## config.mk

```make
export PLATFORM = sky130hd
export DESIGN_NAME = agdc_supervisor
export DESIGN_NICKNAME = d
export VERILOG_FILES = /design/src/rtl/agdc_supervisor.sv
export SDC_FILE = /design/constraint.sdc
export NUM_CORES = 1
export LEC_CHECK = 0
export BUFFER_PORTS_ARGS = -buffer_cell sky130_fd_sc_hd__buf_2
export CORE_MARGIN = 2
export CORE_UTILIZATION = 53
export CTS_BUF_LIST = sky130_fd_sc_hd__clkbuf_4
export DETAILED_ROUTE_END_ITERATION = 8
export HOLD_SLACK_MARGIN = 0.03
export PLACE_DENSITY_LB_ADDON = 0.12
export SETUP_SLACK_MARGIN = 0.02
export SYNTH_ARGS = -nofsm -noshare
export SYNTH_HDL_FRONTEND = slang
export SYNTH_SLANG_ARGS = --single-unit
```

## constraint.sdc

```tcl
create_clock -name CLK -period 2.11 [get_ports CLK]
set_clock_uncertainty 0.05 [all_clocks]
set_input_delay 0.211 -clock CLK [delete_from_list [all_inputs] [get_ports CLK]]
set_output_delay 0.211 -clock CLK [all_outputs]
set_load 0.01 [all_outputs]
```

## src/rtl/agdc_supervisor.sv

```systemverilog
// Garage-door motor sequencer: request merge, reversal dead-time, obstruction reversal and fault latch.
// Optional auto-close from the open limit is compiled in with `define AGDC_AUTOCLOSE_EN.
module agdc_supervisor #(
  parameter int unsigned CNT_W         = 16,
  parameter int unsigned DEAD_CYC      = 4,
  parameter int unsigned TRAVEL_MAX    = 1000,
  parameter int unsigned AUTOCLOSE_CYC = 5000
) (
  input  logic CLK,
  input  logic RST,
  input  logic BTN_Wall,
  input  logic BTN_Remote,
  input  logic UP_Max,
  input  logic DN_Max,
  input  logic Obstruct,
  output logic UP_M,
  output logic DN_M,
  output logic Busy,
  output logic Fault
);

  localparam logic [2:0] StIdle    = 3'd0;
  localparam logic [2:0] StOpening = 3'd1;
  localparam logic [2:0] StClosing = 3'd2;
  localparam logic [2:0] StDead    = 3'd3;
  localparam logic [2:0] StFault   = 3'd4;

  localparam logic DirClose = 1'b0;
  localparam logic DirOpen  = 1'b1;

  localparam logic [CNT_W-1:0] DeadLast   = CNT_W'(DEAD_CYC - 1);
  localparam logic [CNT_W-1:0] TravelLast = CNT_W'(TRAVEL_MAX - 1);
  localparam logic [CNT_W-1:0] CntMax     = {CNT_W{1'b1}};
`ifdef AGDC_AUTOCLOSE_EN
  localparam logic [CNT_W-1:0] AcLast     = CNT_W'(AUTOCLOSE_CYC - 1);
`endif

  logic [2:0]       state_q, state_d;
  logic [CNT_W-1:0] cnt_q, cnt_d, cnt_inc;
  logic             dir_q, dir_d;
  logic             pend_q, pend_d;
  logic             wall_q, remote_q;
  logic             req, go, both_max;

  assign req      = (BTN_Wall & ~wall_q) | (BTN_Remote & ~remote_q);
  assign both_max = UP_Max & DN_Max;
  assign cnt_inc  = (cnt_q == CntMax) ? cnt_q : cnt_q + 1'b1;

  always_comb begin
    state_d = state_q;
    cnt_d   = cnt_inc;
    dir_d   = dir_q;
    pend_d  = pend_q;
    go      = req;
    case (state_q)
      StIdle: begin
        cnt_d = '0;
`ifdef AGDC_AUTOCLOSE_EN
        if (UP_Max && !Obstruct && !req) begin
          cnt_d = cnt_inc;
          go    = (cnt_q == AcLast);
        end
`endif
        if (both_max) begin
          state_d = StFault;
        end else if (go) begin
          if (UP_Max) begin
            if (!Obstruct) state_d = StClosing;
          end else if (DN_Max) begin
            state_d = StOpening;
          end else if (dir_q == DirClose) begin
            state_d = StOpening;
          end else if (!Obstruct) begin
            state_d = StClosing;
          end
        end
      end
      StOpening: begin
        if (both_max) begin
          state_d = StFault;
        end else if (UP_Max) begin
          state_d = StIdle;
        end else if (cnt_q == TravelLast) begin
          state_d = StFault;
        end else if (req) begin
          state_d = StDead;
          pend_d  = DirClose;
        end
      end
      StClosing: begin
        if (both_max) begin
          state_d = StFault;
        end else if (Obstruct) begin
          state_d = StDead;
          pend_d  = DirOpen;
        end else if (DN_Max) begin
          state_d = StIdle;
        end else if (cnt_q == TravelLast) begin
          state_d = StFault;
        end else if (req) begin
          state_d = StDead;
          pend_d  = DirOpen;
        end
      end
      StDead: begin
        if (both_max) begin
          state_d = StFault;
        end else if (cnt_q == DeadLast) begin
          if (pend_q == DirOpen)  state_d = StOpening;
          else if (Obstruct)      state_d = StIdle;
          else                    state_d = StClosing;
        end
      end
      StFault: cnt_d = cnt_q;
      default: state_d = StFault;
    endcase
    if (state_d != state_q) cnt_d = '0;
    // Direction memory tracks the last motion actually started.
    if (state_d == StOpening) dir_d = DirOpen;
    if (state_d == StClosing) dir_d = DirClose;
  end

  always_ff @(posedge CLK or negedge RST) begin
    if (!RST) begin
      state_q  <= StIdle;
      cnt_q    <= '0;
      dir_q    <= DirClose;
      pend_q   <= DirClose;
      wall_q   <= 1'b0;
      remote_q <= 1'b0;
    end else begin
      state_q  <= state_d;
      cnt_q    <= cnt_d;
      dir_q    <= dir_d;
      pend_q   <= pend_d;
      wall_q   <= BTN_Wall;
      remote_q <= BTN_Remote;
    end
  end

  assign UP_M  = (state_q == StOpening);
  assign DN_M  = (state_q == StClosing);
  assign Busy  = (state_q == StOpening) | (state_q == StClosing) | (state_q == StDead);
  assign Fault = (state_q == StFault);

endmodule

```

==> results.ini, run 1 <==
[placement]
dpl_cell_area_um2 = 1877
port_buffers = 10
gp_congestion = 0.9110
pre_cts_ws_ns = -0.02066
hpwlAfterDp_um = 2978

[hold_path]
hold_class = input port to register

[cts]
clk_pin_slew_ns = 0.14
clk_latency_ns = 0.31
clockBufferDepth = 2
cts_tree = done
cts_inserted_buffers = 3
htreeDepth = 1
cts-root-buf = clkbuf_4
cts.sinks = 23

[synth]
yosysWarnings = 0
ys.flop_type = dfrtp_1
yosys.cell_count.top_type = dfrtp_1
seq_area_frac_synth_pct = 35.09
ys_top_cells_by_count = dfrtp_1 (23), nand2_1 (21), nor2_1 (21)
ys_ff_latch = 23
syn_inst = 185
synthTopCellsByArea = dfrtp_1 (35%), nand2_1 (4.8%), nor2_1 (4.8%)
syn_nets = 193
synth_edf_count = 0
synth_area_um2 = 1640
async_flop_share_pct = 100.0
yosys.area.top_type_share_pct = 35.09
synth_top_cell_by_area = dfrtp_1
avgSynthCellArea_um2 = 8.867
ys_types = 51

[global_route]
first_global_vias = 1520
grt_pass1_wl_um = 6920
antenna_found_initial = 0
grt_max_degree = 24
gr-total-overflow = 0
grt_usage_pct = 25.35

[route]
vias = 1574
first_iter_violations = 135
vias_per_cell = 6.101
detail-route-antenna-nets = 0
wl_per_cell_um = 16.45
first_pass_iters = 4
drc = 0
routed_wl_um = 4245

[critical_path]
cp-start-kind = register
cpMaxStageDelayCell = dfrtp_2
crit_chain = buf_4 -> or3b_2 -> nor2_1 -> a21oi_1 -> o211ai_1 -> mux2_4 -> clkbuf_16 -> nor2_4
path_class = register to register
crit_arrival_ns = 2.30
cpPeakStageDelay_ns = 0.48
cp_data_required_time_ns = 2.29
critPathMaxFanout = 8
critPathCaptureType = register

[pwr]
p_total_mw = 0.7977
switchingPower_mw = 0.2143
p_leak_nw = 0.9416
p_per_area_nw_per_um2 = 370.7
cell_internal_pwr_mw = 0.5834
pwr-share-comb_pct = 14.4
switching_share_pct = 26.87
p_clk_share_pct = 27.0
peakVddDrop_v = 0.0002624
seqPwrFrac_pct = 58.7

[layout]
fin_area_um2 = 2152
fin_nets = 234
drive_gt1_share_pct = 39.56
n_antenna_cell = 0
syn2layout_area_growth_pct = 31.20
n_fill_cell = 219

[sta]
hold_ws_ns = 0.2676
fin_setup_tns_ns = -0.05308
fmax_mhz = 470.9
slew-limit-headroom_pct = 64.89
rsz0062_at_grt = yes
drv_slew = 0
min_period_over_period_pct = 100.6
setup_viol = 5
hold_viol = 0
fin_crit_ns = 2.124
worst_slack_ns = -0.01353
tightest_slew_ns = 0.5266

[floorplan]
pin_count = 11
start_util_pct = 54.62
die_w_um = 59.63
placementRows = 20
die_y_um = 59.63
die_area_um2 = 3556
core_area_um2 = 3003

[job]
drv_cap = 0

[outcome]
status = finished with violations
failed_checks = setup timing

==> through the flow <==
stage	utilization, %	cells
2_1_floorplan	-	185
3_3_place_gp	62.50	245
3_5_place_dp	62.50	245
4_1_cts	65.83	254
5_1_grt	71.67	258
6_report	71.67	258
==> kinds of logic after synthesis <==
logic type | count (synthesis) | synth area share, %
compound gates | 32 | 14.95
xor+xnor | 11 | 5.873
fa+ha+maj | 2 | 1.373
buf+inv | 16 | 4.653
flops | 23 | 35.09
mux | 1 | 0.9151
simple gates | 100 | 37.15
==> layout by cell type (no fill, tap or decap), types with 2 or more instances in the layout <==
master / synthesis / routed
buf_4: 1 / 28
nand2_1: 21 / 20
dfrtp_1: 23 / 20
nor2_1: 21 / 11
nor3_1: 13 / 10
nand3_1: 10 / 10
nor2_4: 0 / 10
buf_2: 4 / 10
inv_1: 7 / 7
a21oi_1: 7 / 7
xor2_1: 6 / 6
nor2b_1: 5 / 5
nand4_1: 5 / 5
xnor2_1: 5 / 5
o211ai_1: 4 / 4
nor4_4: 3 / 3
and3_1: 3 / 3
a31o_2: 3 / 3
nor4b_4: 2 / 3
nor3_2: 0 / 3
clkbuf_4: 0 / 3
dfrtp_2: 0 / 3
dlygate4sd3_1: 0 / 3
and2_1: 2 / 2
o21ai_0: 2 / 2
a31oi_1: 2 / 2
buf_6: 1 / 2
==> flip-flops by register name (all words and copies together), names as in the netlist <==
register	cells
cnt_q	16
state_q	3
dir_q	1
pend_q	1
remote_q	1
wall_q	1
==> power groups by stage <==
| stage | sequential, mW | clock [mW] | combinational [mW] |
|---|---|---|---|
| 6_report | 0.468 | 0.215 | 0.115 |
| 5_1_grt | 0.470 | 0.234 | 0.129 |
| 4_1_cts | 0.466 | 0.221 | 0.107 |
| 3_5_place_dp | 0.474 | 0 | 0.0999 |
| 3_3_place_gp | 0.472 | 0 | 0.0985 |
| 2_1_floorplan | 0.476 | 0 | 0.0446 |
==> per-layer routing <==
metal,vias to the layer above,track usage [%],part of all wire [%]
li1,757,-,-
met1,764,33.06,44
met2,43,43.80,50
met3,10,3.057,3.7
met4,0,7.619,2.2
met5,-,0,0
==> what timing repair did <==
action	in CTS	in global routing
cloned	0	1
pin swaps	1	23
resized for setup	6	34
buffers inserted	2	3
endpoints found under the hold margin	25	0
setup endpoints to repair	15	18
hold buffers	3	0
==> critical path: cells and delay by family, from the launching register on <==
family	cells	cell delay, ns
compound gates	2	0.25
flops	1	0.48
mux	1	0.31
simple gates	3	0.59
buf+inv	2	0.35
==> worst paths after layout <==
path | cells past startpoint | end | startpoint | slack, ns
hold / removal | 3 | pend_q | DN_Max | 0.27
min in group asynchronous | 2 | state_q[2] | RST | 0.34
setup / recovery | 8 | cnt_q[15] | state_q[1] | -0.01
max in group asynchronous | 2 | state_q[0] | RST | 1.29
hold reg to reg | 1 | dir_q | dir_q | 0.55
setup reg to reg | 8 | cnt_q[15] | state_q[1] | -0.01
==> final cells by class <==
cell class	count	area (um^2)	area share, %
clock inverter	1	5.005	0.2326
tap	33	41.29	1.919
timing repair buffer	45	352.8	16.40
sequential	23	579.3	26.92
inverter	7	26.28	1.221
multi-input combinational	146	1125	52.27
clock buffer	3	22.52	1.047
Power figures use the tool's default switching activity.
==> run 2: changes to the inputs <==
ABC_AREA = 1   (was not set)
CORE_UTILIZATION = 48   (was 53)
==> run 2 against run 1 <==
The flow now finishes without violations; non-clock buffer count is 17 lower; die area grew 18%; combinational power shrank 64%; sequential share of layout area grew 1.0 points; register-to-register slack improved by 0.19 ns; critical endpoint is now cnt_q[5]; largest power group unchanged.
==> results.ini, run 2 <==
[outcome]
status = complete, no violations

[critical_path]
crit_arrival_ns = 2.09
critPathCaptureType = register
path_class = register to register
cp-start-kind = register
critPathMaxFanout = 16
cp_data_required_time_ns = 2.27

[floorplan]
pin_count = 11
die_y_um = 64.67
start_util_pct = 48.99
placementRows = 22
die_area_um2 = 4182
die_w_um = 64.67
core_area_um2 = 3606

[pwr]
p_total_mw = 0.7109
p_per_area_nw_per_um2 = 343.9
peakVddDrop_v = 0.0002445
p_leak_nw = 0.9403

[global_route]
antenna_found_initial = 0
grt_usage_pct = 22.15
grt_pass1_wl_um = 7265
grt_max_degree = 24
first_global_vias = 1680
gr-total-overflow = 0

[cts]
cts_tree = done
cts_inserted_buffers = 3
clk_latency_ns = 0.31
htreeDepth = 1
clk_pin_slew_ns = 0.13
cts-root-buf = clkbuf_4
cts.sinks = 23
clockBufferDepth = 2

[route]
wl_per_cell_um = 12.33
met2_length_um = 2088
vias_per_cell = 5.207
wl_met3_um = 167
drc = 0
detail-route-antenna-nets = 0
first_pass_iters = 5
top_layer = met4
routed_wl_um = 4118
vias = 1739
first_iter_violations = 96
m1WireLength_um = 1827

[placement]
port_buffers = 10
pre_cts_ws_ns = 0.1399
hpwlAfterDp_um = 3184
dpl_cell_area_um2 = 1921
gp_congestion = 0.8318

[synth]
synth_area_um2 = 1767
async_flop_share_pct = 100.0
yosys.cell_count.top_type = nand2_1
ys.flop_type = dfrtp_1
synth-compound-area-share_pct = 9.632
synthTopCellsByArea = dfrtp_1 (33%), nand2_1 (11%), nor2_1 (9.3%)
synth_top_cell_by_area = dfrtp_1
syn_nets = 266
yosys.area.top_type_share_pct = 32.58
yosys.area_share.simple_pct = 46.60
synthMuxAreaShare_pct = 0
synth_top_family_by_area = simple AND/OR/NAND/NOR gates
ys_ff_latch = 23
synth_edf_count = 0
synth_xor_area_share_pct = 0.9915
yosysWarnings = 0
synth_fa_ha_area_share_pct = 0.7082
ys_types = 30
ys_top_cells_by_count = nand2_1 (50), nor2_1 (44), inv_1 (29)
seq_area_frac_synth_pct = 32.58
syn_inst = 258
avgSynthCellArea_um2 = 6.848

[layout]
final_common_cell = nand2_1
drive_gt1_share_pct = 24.48
top_register = cnt_q
largest_reg_flops = 16
fin_nets = 295
final_cell_mix = nand2_1 (49), nor2_1 (42), inv_1 (29), nand3_1 (24), dfrtp_1 (21)
n_antenna_cell = 0
fin_util_pct = 57.32
syn2layout_area_growth_pct = 17.00
fin_area_um2 = 2067
largestRegisters = cnt_q: 16 flops, state_q: 3 flops

[hold_path]
hold_class = input port to register

[sta]
rsz0062_at_grt = yes
fmax_mhz = 518.0
worst_slack_ns = 0.1795
fin_setup_tns_ns = 0
hold_viol = 0
min_period_over_period_pct = 91.49
slew-limit-headroom_pct = 63.87
fin_crit_ns = 1.930
setup_viol = 0
tightest_slew_ns = 0.5420
drv_slew = 0

[job]
drv_cap = 0

[run 2: path summary, 6_finish.rpt]
check / cells past startpoint / to / startpoint / slack (ns)
max: 11 / cnt_q[5] / cnt_q[15] / 0.18
min: 4 / state_q[1] / DN_Max / 0.25
max reg2reg: 11 / cnt_q[5] / cnt_q[15] / 0.18
min reg2reg: 2 / dir_q / dir_q / 0.51
max in group asynchronous: 2 / state_q[1] / RST / 1.28
min in group asynchronous: 2 / cnt_q[8] / RST / 0.34
[run 2: report_power, final]
part / internal (mW) / switching [mW]
clock: 0.0867 / 0.136
combinational: 0.0155 / 0.0260
sequential: 0.445 / 0.00160
[run 2: routing by layer]
layer / GRT usage (%) / vias to the layer above
met1: 26.64 / 804
met3: 3.472 / 4
met4: 5.585 / 0
met5: 0 / -
li1: - / 890
met2: 41.02 / 41
[run 2: kinds of logic after synthesis]
| family | after synthesis |
|---|---|
| AND/OR/NAND/NOR | 163 |
| buffers and inverters | 39 |
| AO/OA/AOI/OAI | 30 |
| flip-flops | 23 |
| XOR/XNOR | 2 |
| adder cells (fa/ha/maj) | 1 |
[run 2: final cells by class]
class	instances	area [um^2]
multi-input combinational	196	1059
fill	384	1539
timing repair buffer	28	209.0
sequential	23	578.1
clock buffer	4	30.03
inverter	35	131.4
tap	48	60.06
[run 2: worst max-delay path: stages, from the launching register on]
cell,delay [ns]
dfrtp_1,0.44
nor2_1,0.13
nand2_1,0.11
nor2_2,0.14
nand4_1,0.24
nand3b_4,0.17
nand2_2,0.07
nand2_1,0.07
nand2_2,0.06
nand3_4,0.08
buf_12,0.19
nor2_1,0.06
[run 2: metrics by stage]
stage	cells	hold slack, ns
6_report	334	0.2496
5_1_grt	334	0.2543
4_1_cts	328	0.2433
3_5_place_dp	321	0.1787
3_3_place_gp	321	0.1799
2_1_floorplan	258	-0.1346
[run 2: what timing repair did]
| action | in CTS | in global routing |
|---|---|---|
| gates resized for setup | 0 | 11 |
| setup endpoints to repair | 0 | 16 |
| buffers inserted | 0 | 6 |
| hold buffers | 3 | 0 |
| hold endpoints to repair | 25 | 0 |
